**config.mk**
```make
export PLATFORM = sky130hd
export DESIGN_NAME = datapath_ctrl
export DESIGN_NICKNAME = d
export VERILOG_FILES = /design/src/rtl/datapath_ctrl.sv
export SDC_FILE = /design/constraint.sdc
export NUM_CORES = 1
export LEC_CHECK = 0
export BUFFER_PORTS_ARGS = -buffer_cell sky130_fd_sc_hd__buf_2
export CORE_ASPECT_RATIO = 0.7
export CORE_MARGIN = 2
export CORE_UTILIZATION = 49
export DETAILED_ROUTE_END_ITERATION = 16
export PLACE_DENSITY = 0.86
export RECOVER_POWER = 50
export SETUP_SLACK_MARGIN = 0.05
export SYNTH_ARGS = -nofsm -noshare
export SYNTH_HDL_FRONTEND = slang
export SYNTH_SLANG_ARGS = --single-unit
```
**constraint.sdc**
```tcl
create_clock -name clk -period 3.1 [get_ports clk]
set_input_delay 0.62 -clock clk [delete_from_list [all_inputs] [get_ports clk]]
set_output_delay 0.62 -clock clk [all_outputs]
set_load 0.05 [all_outputs]
```
**src/rtl/datapath_ctrl.sv**
```systemverilog
// Instruction sequencer for the 8-register datapath: one instruction per start pulse.
// Optional illegal-instruction trap state enabled by DATAPATH_CTRL_TRAP_EN.
module datapath_ctrl (
  input  logic        clk,
  input  logic        rst_n,
  input  logic        s,
  input  logic [15:0] instr,
  output logic        w,
  output logic        err,
  output logic        vsel,
  output logic        write,
  output logic [2:0]  writenum,
  output logic [2:0]  readnum,
  output logic        loada,
  output logic        loadb,
  output logic [1:0]  shift,
  output logic        asel,
  output logic        bsel,
  output logic [1:0]  ALUop,
  output logic        loadc,
  output logic        loads,
  output logic [15:0] datapath_in
);

  typedef enum logic [2:0] {
    S_WAIT,
    S_DECODE,
    S_GET_A,
    S_GET_B,
    S_EXEC,
    S_WRITE_REG,
`ifdef DATAPATH_CTRL_TRAP_EN
    S_WRITE_IMM,
    S_TRAP
`else
    S_WRITE_IMM
`endif
  } state_t;

  state_t      state;
  state_t      next;
  logic [15:0] ir;

  logic [2:0] opc;
  logic [1:0] op;
  logic [2:0] rn;
  logic [2:0] rd;
  logic [1:0] sh;
  logic [2:0] rm;

  assign opc = ir[15:13];
  assign op  = ir[12:11];
  assign rn  = ir[10:8];
  assign rd  = ir[7:5];
  assign sh  = ir[4:3];
  assign rm  = ir[2:0];

  assign datapath_in = {{8{ir[7]}}, ir[7:0]};

  logic is_mov_imm;
  logic is_mov_reg;
  logic is_alu;
  logic is_cmp;
  logic is_mvn;
  logic unary;

  assign is_mov_imm = (opc == 3'b110) && (op == 2'b10);
  assign is_mov_reg = (opc == 3'b110) && (op == 2'b00);
  assign is_alu     = (opc == 3'b101);
  assign is_cmp     = is_alu && (op == 2'b01);
  assign is_mvn     = is_alu && (op == 2'b11);
  assign unary      = is_mov_reg || is_mvn;

  always_ff @(posedge clk or negedge rst_n) begin
    if (!rst_n) begin
      state <= S_WAIT;
      ir    <= '0;
    end else begin
      state <= next;
      if (state == S_WAIT && s)
        ir <= instr;
    end
  end

  always_comb begin
    next     = state;
    w        = 1'b0;
    err      = 1'b0;
    vsel     = 1'b0;
    write    = 1'b0;
    writenum = 3'b000;
    readnum  = 3'b000;
    loada    = 1'b0;
    loadb    = 1'b0;
    shift    = 2'b00;
    asel     = 1'b0;
    bsel     = 1'b0;
    ALUop    = 2'b00;
    loadc    = 1'b0;
    loads    = 1'b0;
    unique case (state)
      S_WAIT: begin
        w = 1'b1;
        if (s)
          next = S_DECODE;
      end
      S_DECODE: begin
        if (is_mov_imm)
          next = S_WRITE_IMM;
        else if (unary)
          next = S_GET_B;
        else if (is_alu)
          next = S_GET_A;
        else
`ifdef DATAPATH_CTRL_TRAP_EN
          next = S_TRAP;
`else
          next = S_WAIT;
`endif
      end
      S_GET_A: begin
        readnum = rn;
        loada   = 1'b1;
        next    = S_GET_B;
      end
      S_GET_B: begin
        readnum = rm;
        loadb   = 1'b1;
        next    = S_EXEC;
      end
      S_EXEC: begin
        shift = sh;
        asel  = unary;
        // MOV reg is an add of zero and the shifted operand
        ALUop = is_mov_reg ? 2'b00 : op;
        if (is_cmp) begin
          loads = 1'b1;
          next  = S_WAIT;
        end else begin
          loadc = 1'b1;
          next  = S_WRITE_REG;
        end
      end
      S_WRITE_REG: begin
        writenum = rd;
        write    = 1'b1;
        next     = S_WAIT;
      end
      S_WRITE_IMM: begin
        vsel     = 1'b1;
        writenum = rn;
        write    = 1'b1;
        next     = S_WAIT;
      end
`ifdef DATAPATH_CTRL_TRAP_EN
      S_TRAP: begin
        err  = 1'b1;
        next = S_TRAP;
      end
`endif
      default: begin
        next = S_WAIT;
      end
    endcase
  end

endmodule

```
==> results.toml, run 1 <==
[outcome]
status = "finished clean"

[clock_tree]
cts_setup_buffers = 0
cts_tree = "done"
clk_pin_slew_ns = 0.10
cts_root_buf = "clkbuf_4"
cts-resized-gates = 0
htreeDepth = 1
cts_sinks = 19
clockBufferDepth = 2
ctsHoldBuffers = 0
insertion_delay_ns = 0.29
cts_buffers = 3

[layout]
areaGrowthSynthToFinish_pct = 9.67
drive_gt1_share_pct = 50.7
final_nets = 156
fillers = 210
regArea_um2 = 475
stdcell_count = 168
antennaDiodeCount = 0
multiInputGateArea_um2 = 487

[synthesis]
synthFlopType = "dfrtp_1"
synth_common_cells = "buf_4, dfrtp_1, mux2_4"
synth_top_cell_by_area = "dfrtp_1"
synth-seq-cells = 19
synth_area_um2 = 1180
syn-instance-count = 100
synth_cell_types = 32
avgSynthCellArea_um2 = 11.8
yosysWarnings = 0
synth_top_cell_area_share_pct = 40.4
yosys-top-cells-area = "dfrtp_1, mux2_4, buf_4"
ys_seq_area_share_pct = 40.4
ys_async_sr_fraction_pct = 100
synth_edf_count = 0

[placed_design]
place_inst = 164
gp_congestion = 0.888
hpwlAfterDp_um = 1720
pre_cts_ws_ns = 0.781
portBuffers = 52

[grt]
grt_first_pass_wirelength_um = 3710
grt_pass1_vias = 765
antenna_found_initial = 0
grt_remaining_overflow = 0
grt_max_degree = 20
grt_use_total_pct = 17.2

[floorplanning]
core_area_um2 = 2210
die_x_um = 62.6
fp.dieH_um = 45.0
dieArea_um2 = 2820
io_pins = 55
start_util_pct = 53.3
fp-row-count = 14

[sta]
fmax_mhz = 379
fin_worst_skew_ns = 0.000584
holdWs_ns = 0.450
maxSlewViolCount = 0
rsz0062_at_grt = "no"
worst_pin_slew_ns = 1.10
layout_setup_ws_ns = 0.461
relSlewSlack_pct = 26.7
setup-violations-final = 0
min_period_ns = 2.64
setup_tns_ns = 0
finalHoldViolCount = 0
fin_crit_sh_pct = 85.1

[routing]
ant_nets = 0
wl_um = 2160
drtIter0Drc = 13
drt_first_pass_iters = 4
drc_errors = 0
viasPerCell = 4.86
wl_per_cell_um = 12.8
dr_total_vias = 817

[min_path]
min_path_type = "in -> async"

[worst_setup_path]
crit_path_start_kind = "flop"
worstPathArrival_ns = 2.02
worst_ep_required_time_ns = 2.48
endpoint_kind = "output pin"
path_class = "reg -> out"
worst-path-max-fanout = 11

[flow_run]
cap_violations = 0
metrics by stage:
step | util [%] | area (µm²)
after CTS | 60.4 | 1330
final | 58.5 | 1290
after floorplan | - | 1180
after global placement | 59.2 | 1310
after detailed placement | 59.2 | 1310
after global routing | 58.5 | 1290
final cells by class:
| type | count | area share [%] |
|---|---|---|
| multi-input cells | 59 | 37.7 |
| flip-flops and latches | 19 | 36.8 |
| repair buffers | 52 | 19.8 |
| well taps | 32 | 3.10 |
| clock buffers | 4 | 2.03 |
| inverters | 2 | 0.581 |
critical path, stage by stage (launching register included):
cell and delay [ns]:
dfrtp_1 0.51, nor3b_1 0.59, a21bo_2 0.33, inv_1 0.05, buf_2 0.25
worst paths after layout:
check                          from      to  slack, ns  depth (start not counted)
setup / recovery           state[2]   loadc       0.46                          4
hold / removal                rst_n  ir[13]       0.45                          1
setup reg to reg           state[0]   ir[3]       0.94                          3
hold reg to reg               ir[1]   ir[1]       0.53                          1
max in group asynchronous     rst_n  ir[12]       2.06                          1
min in group clk              ir[1]   ir[1]       0.53                          1
layer usage:
layer,wire length [µm],track usage (%)
met5,0,0
met2,1010,29.2
met3,155,5.99
met1,986,22.0
met4,0,3.56
registers in the layout (all words and copies together) (netlist names):
| signal | count |
|---|---|
| state | 3 |
| ir | 16 |
cell usage in the layout (no fill, tap or decap), types with 2 or more instances in the layout:
cell and count:
nand2_1 2, nor3b_1 2, dfrtp_1 19, and2b_2 2, mux2_1 8, a22o_1 3, mux2_4 2, buf_2 48
a22oi_1 3, conb_1 2, clkbuf_1 5, clkbuf_4 3, and2_2 3, mux2_2 6, nor2b_1 5, and2_1 2
inv_1 2, nor2_1 4
cell families after synthesis:
family / count (synthesis) / share of synthesized area [%]
compound gates: 14 / 9.88
buf+inv: 23 / 15.4
flops: 19 / 40.4
mux: 17 / 19.3
other cells: 1 / 0.319
simple gates: 26 / 14.7
Power of run 1 is not shown: default switching activity piles up to over one toggle a cycle in this logic, so the estimate is an artifact.
==> inputs of run 2 (changes only) <==
Settings changed: PLACE_DENSITY 0.86 to 0.84.
==> results.toml, run 2 (synthesis gave the netlist of run 1 again) <==
[outcome]
status = "finished clean"

[sta]
holdWs_ns = 0.468
worst_pin_slew_ns = 1.18
min_period_ns = 2.65
maxSlewViolCount = 0
setup-violations-final = 0
fin_worst_skew_ns = 0.00606
setup_tns_ns = 0
fin_crit_sh_pct = 85.4
fmax_mhz = 378
finalHoldViolCount = 0
relSlewSlack_pct = 21.4
rsz0062_at_grt = "no"

[worst_setup_path]
crit_path_start_kind = "flop"
path_class = "reg -> out"
worst_ep_required_time_ns = 2.48
worst-path-max-fanout = 11
worstPathArrival_ns = 2.03
endpoint_kind = "output pin"

[floorplanning]
core_area_um2 = 2210
dieArea_um2 = 2820
die_x_um = 62.6
fp.dieH_um = 45.0
io_pins = 55
start_util_pct = 53.3
fp-row-count = 14

[grt]
antenna_found_initial = 0
use_met3_pct = 6.73
grt_first_pass_wirelength_um = 3660
grt_use_total_pct = 17.1
grt_busiest_layer = "met2"
grt_max_degree = 20
grt_use_met1_pct = 22.6
use_met2_pct = 27.1
grt_remaining_overflow = 0
grt_pass1_vias = 811

[routing]
wl_um = 2300
drc_errors = 0
drt_first_pass_iters = 4
dr_total_vias = 828
viasPerCell = 4.93
drtIter0Drc = 12
wl_per_cell_um = 13.7
ant_nets = 0

[clock_tree]
clk_pin_slew_ns = 0.10
cts_buffers = 3
cts_sinks = 19
cts_setup_buffers = 0
cts-resized-gates = 0
cts_tree = "done"
clockBufferDepth = 2
htreeDepth = 1
insertion_delay_ns = 0.29
ctsHoldBuffers = 0
cts_root_buf = "clkbuf_4"

[placed_design]
gp_congestion = 0.814
hpwlAfterDp_um = 1770
portBuffers = 52

[layout]
regMostFlops = "ir"
final_cell_mix = "buf_2, dfrtp_1, mux2_1, clkbuf_1, mux2_2"
final_nets = 156
antennaDiodeCount = 0
utilization_pct = 58.4
drive_gt1_share_pct = 49.3
areaGrowthSynthToFinish_pct = 9.46
top_regs = "ir (16), state (3)"
final_common_cell = "buf_2"
largest_reg_flops = 16

[flow_run]
cap_violations = 0

[min_path]
min_path_type = "in -> async"
==> run 2: critical path, stage by stage, from the launching register on <==
cell and delay [ns]:
dfrtp_1 0.52, nor3b_1 0.59, a21bo_2 0.33, inv_1 0.05, buf_2 0.25
==> run 2: final timing paths <==
kind                          start  endpoint  slack (ns)  cells past startpoint
setup reg to reg           state[1]     ir[5]        0.84                      3
hold reg to reg               ir[1]     ir[1]        0.53                      1
min in group clk              ir[1]     ir[1]        0.53                      1
setup / recovery           state[2]     loadc        0.45                      4
hold / removal                rst_n    ir[14]        0.47                      1
max in group asynchronous     rst_n  state[2]        2.02                      1
==> run 2: per-layer routing <==
layer	share of wire [%]	wire [µm]
met5	0	0
met4	0	0
met2	47	1070
met3	8.3	192
met1	45	1040
==> run 2: final cells by class <==
class                   count  area (µm²)
repair buffers             52         253
well taps                  32        40.0
inverters                   2        7.51
clock buffers               4        26.3
multi-input cells          59         487
flip-flops and latches     19         475
fillers                   199         918
==> run 2: per-stage QoR <==
stage                     setup slack [ns]  instance area (µm²)  std cells
after floorplan                      0.367                 1180        101
after global placement               0.862                 1310        164
after detailed placement             0.784                 1310        164
after CTS                            0.445                 1330        168
after global routing                 0.263                 1290        168
final                                0.454                 1290        168
Power of run 2 is left out for the same reason.
